## src/rtl/mem_access_unit_pkg.sv

```systemverilog
// Shared types and constants for the memory access unit: FSM encoding,
// byte-enable patterns and the timeout counter sizing helper.
package mem_access_unit_pkg;

    typedef enum logic [1:0] {
        IDLE  = 2'd0,
        REQ   = 2'd1,
        DONE  = 2'd2,
        ABORT = 2'd3
    } state_e;

    localparam logic [3:0] BE_WORD  = 4'hF;
    localparam logic [3:0] BE_BYTE0 = 4'h1;

    localparam int unsigned TIMEOUT_DEFAULT = 15;

    // Counter must be able to hold the value TIMEOUT itself.
    function automatic int unsigned cnt_width(input int unsigned timeout);
        return $clog2(timeout + 1);
    endfunction

endpackage

```

## src/rtl/mem_access_unit_byte_lane.sv

```systemverilog
// Byte lane steering for a 32-bit, four-lane bus: write replication,
// byte-enable generation and read lane extraction with zero-extension.
module byte_lane_unit
    import mem_access_unit_pkg::*;
(
    input  logic [1:0]  addr_lo_i,
    input  logic        byte_i,
    input  logic [31:0] wdata_i,
    input  logic [31:0] rdata_i,
    output logic [3:0]  be_o,
    output logic [31:0] wdata_o,
    output logic [31:0] rdata_o
);

    always_comb begin
        be_o    = BE_WORD;
        wdata_o = wdata_i;
        rdata_o = rdata_i;
        if (byte_i) begin
            be_o    = BE_BYTE0 << addr_lo_i;
            wdata_o = {4{wdata_i[7:0]}};
            rdata_o = {24'b0, rdata_i[{addr_lo_i, 3'b000} +: 8]};
        end
    end

endmodule

```

## src/rtl/mem_access_unit.sv

```systemverilog
// Single-transaction memory access engine: req/ack handshake with a bounded
// wait-state timeout, misalignment abort and zero-extended byte reads.
module mem_access_unit
    import mem_access_unit_pkg::*;
#(
    parameter int unsigned ADDR_W  = 32,
    parameter int unsigned DATA_W  = 32,
    parameter int unsigned TIMEOUT = TIMEOUT_DEFAULT
) (
    input  logic              clk,
    input  logic              rst,
    input  logic [ADDR_W-1:0] in_address,
    input  logic              start,
    input  logic              write,
    input  logic              byte_access,
    input  logic [DATA_W-1:0] in_wdata,
    output logic              busy,
    output logic              done,
    output logic              abort,
    output logic [DATA_W-1:0] out_rdata,
    output logic [ADDR_W-1:0] mem_addr,
    output logic              mem_req,
    output logic              mem_we,
    output logic [3:0]        mem_be,
    output logic [DATA_W-1:0] mem_wdata,
    input  logic [DATA_W-1:0] mem_rdata,
    input  logic              mem_ack
);

    localparam int unsigned CNT_W = cnt_width(TIMEOUT);

    state_e              state_q, state_d;
    logic [CNT_W-1:0]    cnt_q, cnt_d;
    logic [ADDR_W-1:0]   addr_q, addr_d;
    logic                we_q, we_d;
    logic                byte_q, byte_d;
    logic [DATA_W-1:0]   wdata_q, wdata_d;
    logic [DATA_W-1:0]   rdata_q, rdata_d;
    logic                busy_q, busy_d;
    logic                done_q, done_d;
    logic                abort_q, abort_d;
    logic                req_q, req_d;

    logic [3:0]          lane_be;
    logic [DATA_W-1:0]   lane_wdata;
    logic [DATA_W-1:0]   lane_rdata;

    byte_lane_unit u_byte_lane (
        .addr_lo_i (addr_q[1:0]),
        .byte_i    (byte_q),
        .wdata_i   (wdata_q),
        .rdata_i   (mem_rdata),
        .be_o      (lane_be),
        .wdata_o   (lane_wdata),
        .rdata_o   (lane_rdata)
    );

    always_comb begin
        state_d = state_q;
        cnt_d   = cnt_q;
        addr_d  = addr_q;
        we_d    = we_q;
        byte_d  = byte_q;
        wdata_d = wdata_q;
        rdata_d = rdata_q;
        unique case (state_q)
            IDLE: begin
                if (start) begin
                    addr_d  = in_address;
                    we_d    = write;
                    byte_d  = byte_access;
                    wdata_d = in_wdata;
                    cnt_d   = '0;
                    state_d = (!byte_access && in_address[1:0] != 2'b00) ? ABORT : REQ;
                end
            end
            REQ: begin
                // An ack in the expiry cycle still completes the access.
                if (mem_ack) begin
                    state_d = DONE;
                    if (!we_q) rdata_d = lane_rdata;
                end else begin
                    cnt_d = cnt_q + CNT_W'(1);
                    if (cnt_d == CNT_W'(TIMEOUT)) state_d = ABORT;
                end
            end
            DONE:  state_d = IDLE;
            ABORT: state_d = IDLE;
        endcase
        busy_d  = (state_d != IDLE);
        req_d   = (state_d == REQ);
        done_d  = (state_d == DONE);
        abort_d = (state_d == ABORT);
    end

    always_ff @(posedge clk or posedge rst) begin
        if (rst) begin
            state_q <= IDLE;
            cnt_q   <= '0;
            addr_q  <= '0;
            we_q    <= 1'b0;
            byte_q  <= 1'b0;
            wdata_q <= '0;
            rdata_q <= '0;
            busy_q  <= 1'b0;
            done_q  <= 1'b0;
            abort_q <= 1'b0;
            req_q   <= 1'b0;
        end else begin
            state_q <= state_d;
            cnt_q   <= cnt_d;
            addr_q  <= addr_d;
            we_q    <= we_d;
            byte_q  <= byte_d;
            wdata_q <= wdata_d;
            rdata_q <= rdata_d;
            busy_q  <= busy_d;
            done_q  <= done_d;
            abort_q <= abort_d;
            req_q   <= req_d;
        end
    end

    assign busy      = busy_q;
    assign done      = done_q;
    assign abort     = abort_q;
    assign out_rdata = rdata_q;
    assign mem_addr  = addr_q;
    assign mem_req   = req_q;
    // Bus qualifiers are only driven while a request is outstanding.
    assign mem_we    = req_q & we_q;
    assign mem_be    = req_q ? lane_be : 4'b0000;
    assign mem_wdata = req_q ? lane_wdata : '0;

endmodule

```

## config.mk

```make
export PLATFORM = sky130hd
export DESIGN_NAME = mem_access_unit
export DESIGN_NICKNAME = d
export VERILOG_FILES = /design/src/rtl/mem_access_unit_pkg.sv /design/src/rtl/mem_access_unit_byte_lane.sv /design/src/rtl/mem_access_unit.sv
export SDC_FILE = /design/constraint.sdc
export NUM_CORES = 1
export LEC_CHECK = 0
export CORE_AREA = 2 2 126 177
export DETAILED_ROUTE_END_ITERATION = 10
export DIE_AREA = 0 0 128 179
export GPL_TIMING_DRIVEN = 0
export PLACE_DENSITY_LB_ADDON = 0.2
export SYNTH_ARGS = -nofsm -noshare
export SYNTH_HDL_FRONTEND = slang
export SYNTH_SLANG_ARGS = --single-unit
```

## constraint.sdc

```tcl
create_clock -name clk -period 4.6 [get_ports clk]
set_input_delay 0.92 -clock clk [delete_from_list [all_inputs] [get_ports clk]]
set_output_delay 0.92 -clock clk [all_outputs]
set_load 0.02 [all_outputs]
```

### After elaboration in Yosys (flattened, before gate mapping)

Index checks and enable logic that the tools add are counted.

| cells by class | value |
|---|---|
| add/subtract/negate cells | 1 |
| equality and inequality tests | 9 |
| shift operators | 2 |
| mux-type cells | 13 |
| bitwise gates (word level) | 2 |
| reduce and logical (&&, ||, !) cells | 10 |

Operators with widths:

| cell | number |
|---|---|
| $mux 32 | 3 |
| $shiftx 32x6->8 | 1 |
| $mux 4 | 4 |
| $eq 2x2->1 const B | 4 |
| $mux 2 | 4 |
| $pmux 4 s2 | 1 |
| $pmux 2 s3 | 1 |
| $reduce_and 3->1 | 2 |
| $reduce_bool 2->1 | 3 |
| $add 4x1->4 const B | 1 |
| $eq 2x1->1 const B | 2 |
| $eq 4x4->1 const B | 1 |
| $ne 2x2->1 const B | 2 |
| $shl 1x2->4 const A | 1 |
| $logic_not 2->1 | 1 |
| $reduce_and 2->1 | 1 |
| $reduce_or 2->1 | 1 |
| $and 1x1->1 | 1 |
| $logic_and 1x1->1 | 1 |
| $logic_not 1->1 | 1 |
| $not 1->1 | 1 |

| word-level totals | value |
|---|---|
| bits in registers | 108 |
| bits of input ports | 102 |
| output and inout port bits | 105 |
| logic and storage cells | 48 |

### Longest topological paths before layout

| depth | value |
|---|---|
| word-level depth | 6 |
| depth in mapped cells | 6 |
| gate-level depth less buffers | 5 |

### Modules after synthesis

From an unflattened synthesis, not the netlist that was laid out.

| second synthesis, totals | value |
|---|---|
| cell total of the unflattened synthesis | 578 |
| area, all modules | 5316.3 um2 |

By module, submodules not included:

| module | instances | cells each | area each (um2) | sequential area each (um2) |
|---|---|---|---|---|
| mem_access_unit | 1 | 432 | 4431.8 | 2702.6 |
| byte_lane_unit | 1 | 146 | 884.6 | 0.0 |

### Least setup slack after synthesis

No wires, ideal clock.

| timing path | value |
|---|---|
| path kind | reg-to-output |
| from | reg addr_q[1] (netlist: mem_addr[1]) |
| to | out mem_be[3] |
| arrival time | 1.598 ns |
| required time | 3.680 ns |
| slack | 2.082 ns |
| stages on the path, launching flop included | 5 |
| path buffers | 2 |
| cell sequence | dfrtp_1 clkbuf_1 buf_1 nand2_1 a21boi_0 |

| between the ends | value |
|---|---|
| word-level cells in the longest chain between the ends | 3 |

RTL lines:

| element | line | source |
|---|---|---|
| from (decl) | mem_access_unit.sv:34 | `logic [ADDR_W-1:0] addr_q, addr_d;` |
| from (signal assigned) | mem_access_unit.sv:112 | `addr_q <= addr_d;` |
| $shl 1x2->4 | mem_access_unit_byte_lane.sv:20 | `be_o = BE_BYTE0 << addr_lo_i;` |
| $mux 4 | mem_access_unit_byte_lane.sv:19 | `if (byte_i) begin` |
| $mux 4 | mem_access_unit.sv:132 | `assign mem_be = req_q ? lane_be : 4'b0000;` |
| to (decl) | mem_access_unit.sv:24 | `output logic [3:0] mem_be,` |

No other way between the ends.

### Worst setup path in the final report

| timing path | value |
|---|---|
| from | reg byte_q |
| to | out mem_wdata[11] |

| between the ends | value |
|---|---|
| word-level cells in the longest chain between the ends | 2 |

RTL lines:

| element | line | source |
|---|---|---|
| from (decl) | mem_access_unit.sv:36 | `logic byte_q, byte_d;` |
| from (signal assigned) | mem_access_unit.sv:114 | `byte_q <= byte_d;` |
| $mux 32 | mem_access_unit_byte_lane.sv:19 |  |
| $mux 32 | mem_access_unit.sv:133 | `assign mem_wdata = req_q ? lane_wdata : '0;` |
| to (decl) | mem_access_unit.sv:25 | `output logic [DATA_W-1:0] mem_wdata,` |

No other way between the ends.

==> flow_summary.json <==
{
  "peakVddDrop_mv": 0.206,
  "outcome": "complete, no violations",
  "finalNonFillerCells": 1057,
  "insertion_delay_ns": 0.35,
  "grtUsageTotal_pct": 15.2,
  "p_sw_mw": 2.11,
  "place.port_buffers": 206,
  "timing.reg2reg.setup_slack_ns": 2.73,
  "finalPower_mw": 5.02,
  "worst_pin_slew_ns": 0.803,
  "drc": 0,
  "dr_total_vias": 4512,
  "finalSetupViolations": 0,
  "power.leakage_nw": 3.43,
  "grt_first_pass_wirelength_mm": 26.2,
  "startpoint_type": "flip-flop",
  "area_delta_synth_final_pct": 56.2,
  "comb_power_share_pct": 51.9,
  "grt_pass1_vias": 4612,
  "synth_enable_flop_cells": 0,
  "p_seq_share_pct": 32.2,
  "cts_resized": 0,
  "cts_tree": "done",
  "maxSlewViolCount": 0,
  "hold_viol_final": 0,
  "fmax_mhz": 274,
  "placed_area_mm2": 0.00728,
  "post_cts_buffers": 0,
  "final_cell_area_mm2": 0.00758,
  "skew_ns": 0.0129,
  "drt_wl_total_mm": 17.3,
  "gp_congestion": 0.810,
  "fin_nets": 892,
  "crit_path_end": "mem_wdata[11]",
  "slew_headroom_pct": 46.1,
  "syn_avg_cell_area_um2": 8.52,
  "rows": 64,
  "cts_made_buffers": 9,
  "dieArea_mm2": 0.0229,
  "grt_use_met2_pct": 27.3,
  "synthCells": 570,
  "cts_num_sinks": 108,
  "hp-class": "reg2reg",
  "pwr-share-clk_pct": 15.9,
  "vias_per_cell": 4.27,
  "cp-startpoint": "byte_q",
  "final_cell_mix": "nand2_1, clkdlybuf4s50_1, dfrtp_1",
  "io_pins": 207,
  "cpMostUsedCell": "clkbuf_1",
  "start_util_pct": 22.6,
  "syn-cell-area_mm2": 0.00486,
  "h-tree-depth": 3,
  "avgRoutedWirePerCell_um": 16.4,
  "coreArea_mm2": 0.0215,
  "crit_slowest_cell": "clkdlybuf4s50_1",
  "worstPathArrival_ns": 2.73,
  "final_common_cell": "nand2_1",
  "cts_buffer_depth": 2,
  "dpl.hpwl_mm": 13.1,
  "root_buffer": "clkbuf_16",
  "dieWidth_um": 128,
  "dp.cells": 1041,
  "maxCapViolCount": 0,
  "drive_gt1_share_pct": 4.67,
  "clk_pin_slew_ns": 0.08,
  "die_h_um": 179,
  "ys_ff_latch": 108,
  "syn-num-nets": 674,
  "end_kind": "primary output",
  "crit_chain": "clkbuf_1 > inv_2 > clkbuf_1 > nand2_1 > a21boi_0 > clkdlybuf4s50_1",
  "grt_max_degree": 61,
  "grt_use_met3_pct": 3.82,
  "drt_pass1_iterations": 4,
  "worstReg2RegStart": "byte_q",
  "switching_share_pct": 42.0,
  "yosys_warnings": 0,
  "worst_path_largest_cell_delay_ns": 0.67,
  "met1_usage_pct": 17.7,
  "worst-setup-path-type": "reg2out",
  "final_util_pct": 35.3,
  "grt_most_used_layer": "met2",
  "rr_endpoint": "out_rdata[8]",
  "synth_top_flop_cell": "dfrtp_1",
  "antenna_found_initial": 2,
  "period_needed_ns": 3.65,
  "ys_seq_area_share_pct": 55.7,
  "rsz0062_at_grt": "false",
  "yosysUniqueCellTypes": 37,
  "worstRegToRegCells": 5,
  "crit_path_max_fanout": 10,
  "required_ns": 3.68,
  "grt_overflow": 0,
  "drt-initial-drc-count": 226,
  "postCtsHoldBufs": 0,
  "p_int_mw": 2.91,
  "synthArstFlopShare_pct": 100,
  "antenna_left": 0,
  "hold_ws_ns": 0.471,
  "period_share_pct": 79.4,
  "powerDensity_mw_per_mm2": 662
}
flip-flops by register name, indices dropped and copies added, names as in the netlist:
register   count
abort          1
busy           1
byte_q         1
cnt_q          4
done           1
mem_addr      32
mem_req        1
out_rdata     32
state_q        2
wdata_q       32
we_q           1
routing by layer:
| metal | vias to the layer above | share of wire [%] |
|---|---|---|
| li1 | 2246 | - |
| met4 | 0 | 2.3 |
| met3 | 15 | 5.9 |
| met5 | - | 0 |
| met1 | 2104 | 41 |
| met2 | 147 | 51 |
power groups by stage:
stage | logic [mW] | registers (mW) | clock network [mW]
finish | 2.60 | 1.62 | 0.801
global route | 2.86 | 1.68 | 0.865
CTS | 2.65 | 1.62 | 0.833
detailed placement | 2.65 | 1.63 | 0
global placement | 2.63 | 1.63 | 0
floorplan | 1.08 | 1.92 | 0
critical path: cells and delay by family, from the launching register on:
family | cells | cell delay, ns
buffers and inverters | 4 | 1.59
DFF | 1 | 0.36
AOI/OAI and AO/OA | 1 | 0.32
and+or+nand+nor | 1 | 0.11
final cells by class:
type	count	area, um^2
clock buffers	10	239
inverters	7	31.3
clock inverters	5	62.6
well taps	264	330
flip-flops and latches	108	2700
fillers	2294	13900
diodes	1	2.50
plain buffers	36	153
multi-input cells	419	1970
repair buffers	207	2090
cells in the mapped netlist (4+ instances only):
master	n	area [um^2]
o21ai_0	22	110
buf_2	7	35.0
mux2i_1	5	50.1
o21ai_1	4	20.0
and2_1	11	68.8
nand2_1	283	1060
nor2_1	16	60.1
inv_1	5	18.8
a21boi_0	26	195
dfrtp_1	108	2700
clkbuf_1	19	71.3
buf_1	8	30.0
a21oi_1	13	65.1
cell families (layout without fill, tap and decap cells):
kind of cell               count (synthesis)  in the layout  synth area share (%)
AOI/OAI and AO/OA                         85             85                  11.7
xor gates and xnor gates                   2              2                 0.361
adders and majority gates                  2              2                 0.515
buffers and inverters                     43            265                  3.68
DFF                                      108            108                  55.7
muxes                                      8              8                  1.73
other                                      0              1                     0
and+or+nand+nor                          322            322                  26.3
through the flow:
| step | setup WS (ns) | setup TNS, ns |
|---|---|---|
| global placement | -1.20 | -128.94 |
| finish | 0.948 | 0 |
| detailed placement | 1.29 | 0 |
| global route | 0.813 | 0 |
| floorplan | 0.834 | 0 |
| CTS | 0.899 | 0 |
worst min-delay path by stage:
stage	from	endpoint	slack (ns)	cells after the start
6_report	out_rdata[31]	out_rdata[31]	0.47	2
2_1_floorplan	wdata_q[10]	wdata_q[10]	0.45	2
3_3_place_gp	mem_addr[26]	mem_addr[26]	0.46	2
4_1_cts	out_rdata[31]	out_rdata[31]	0.48	2
5_1_grt	out_rdata[31]	out_rdata[31]	0.49	2
3_5_place_dp	out_rdata[31]	out_rdata[31]	0.46	2
Note: power is estimated with default switching activity, not from simulation.
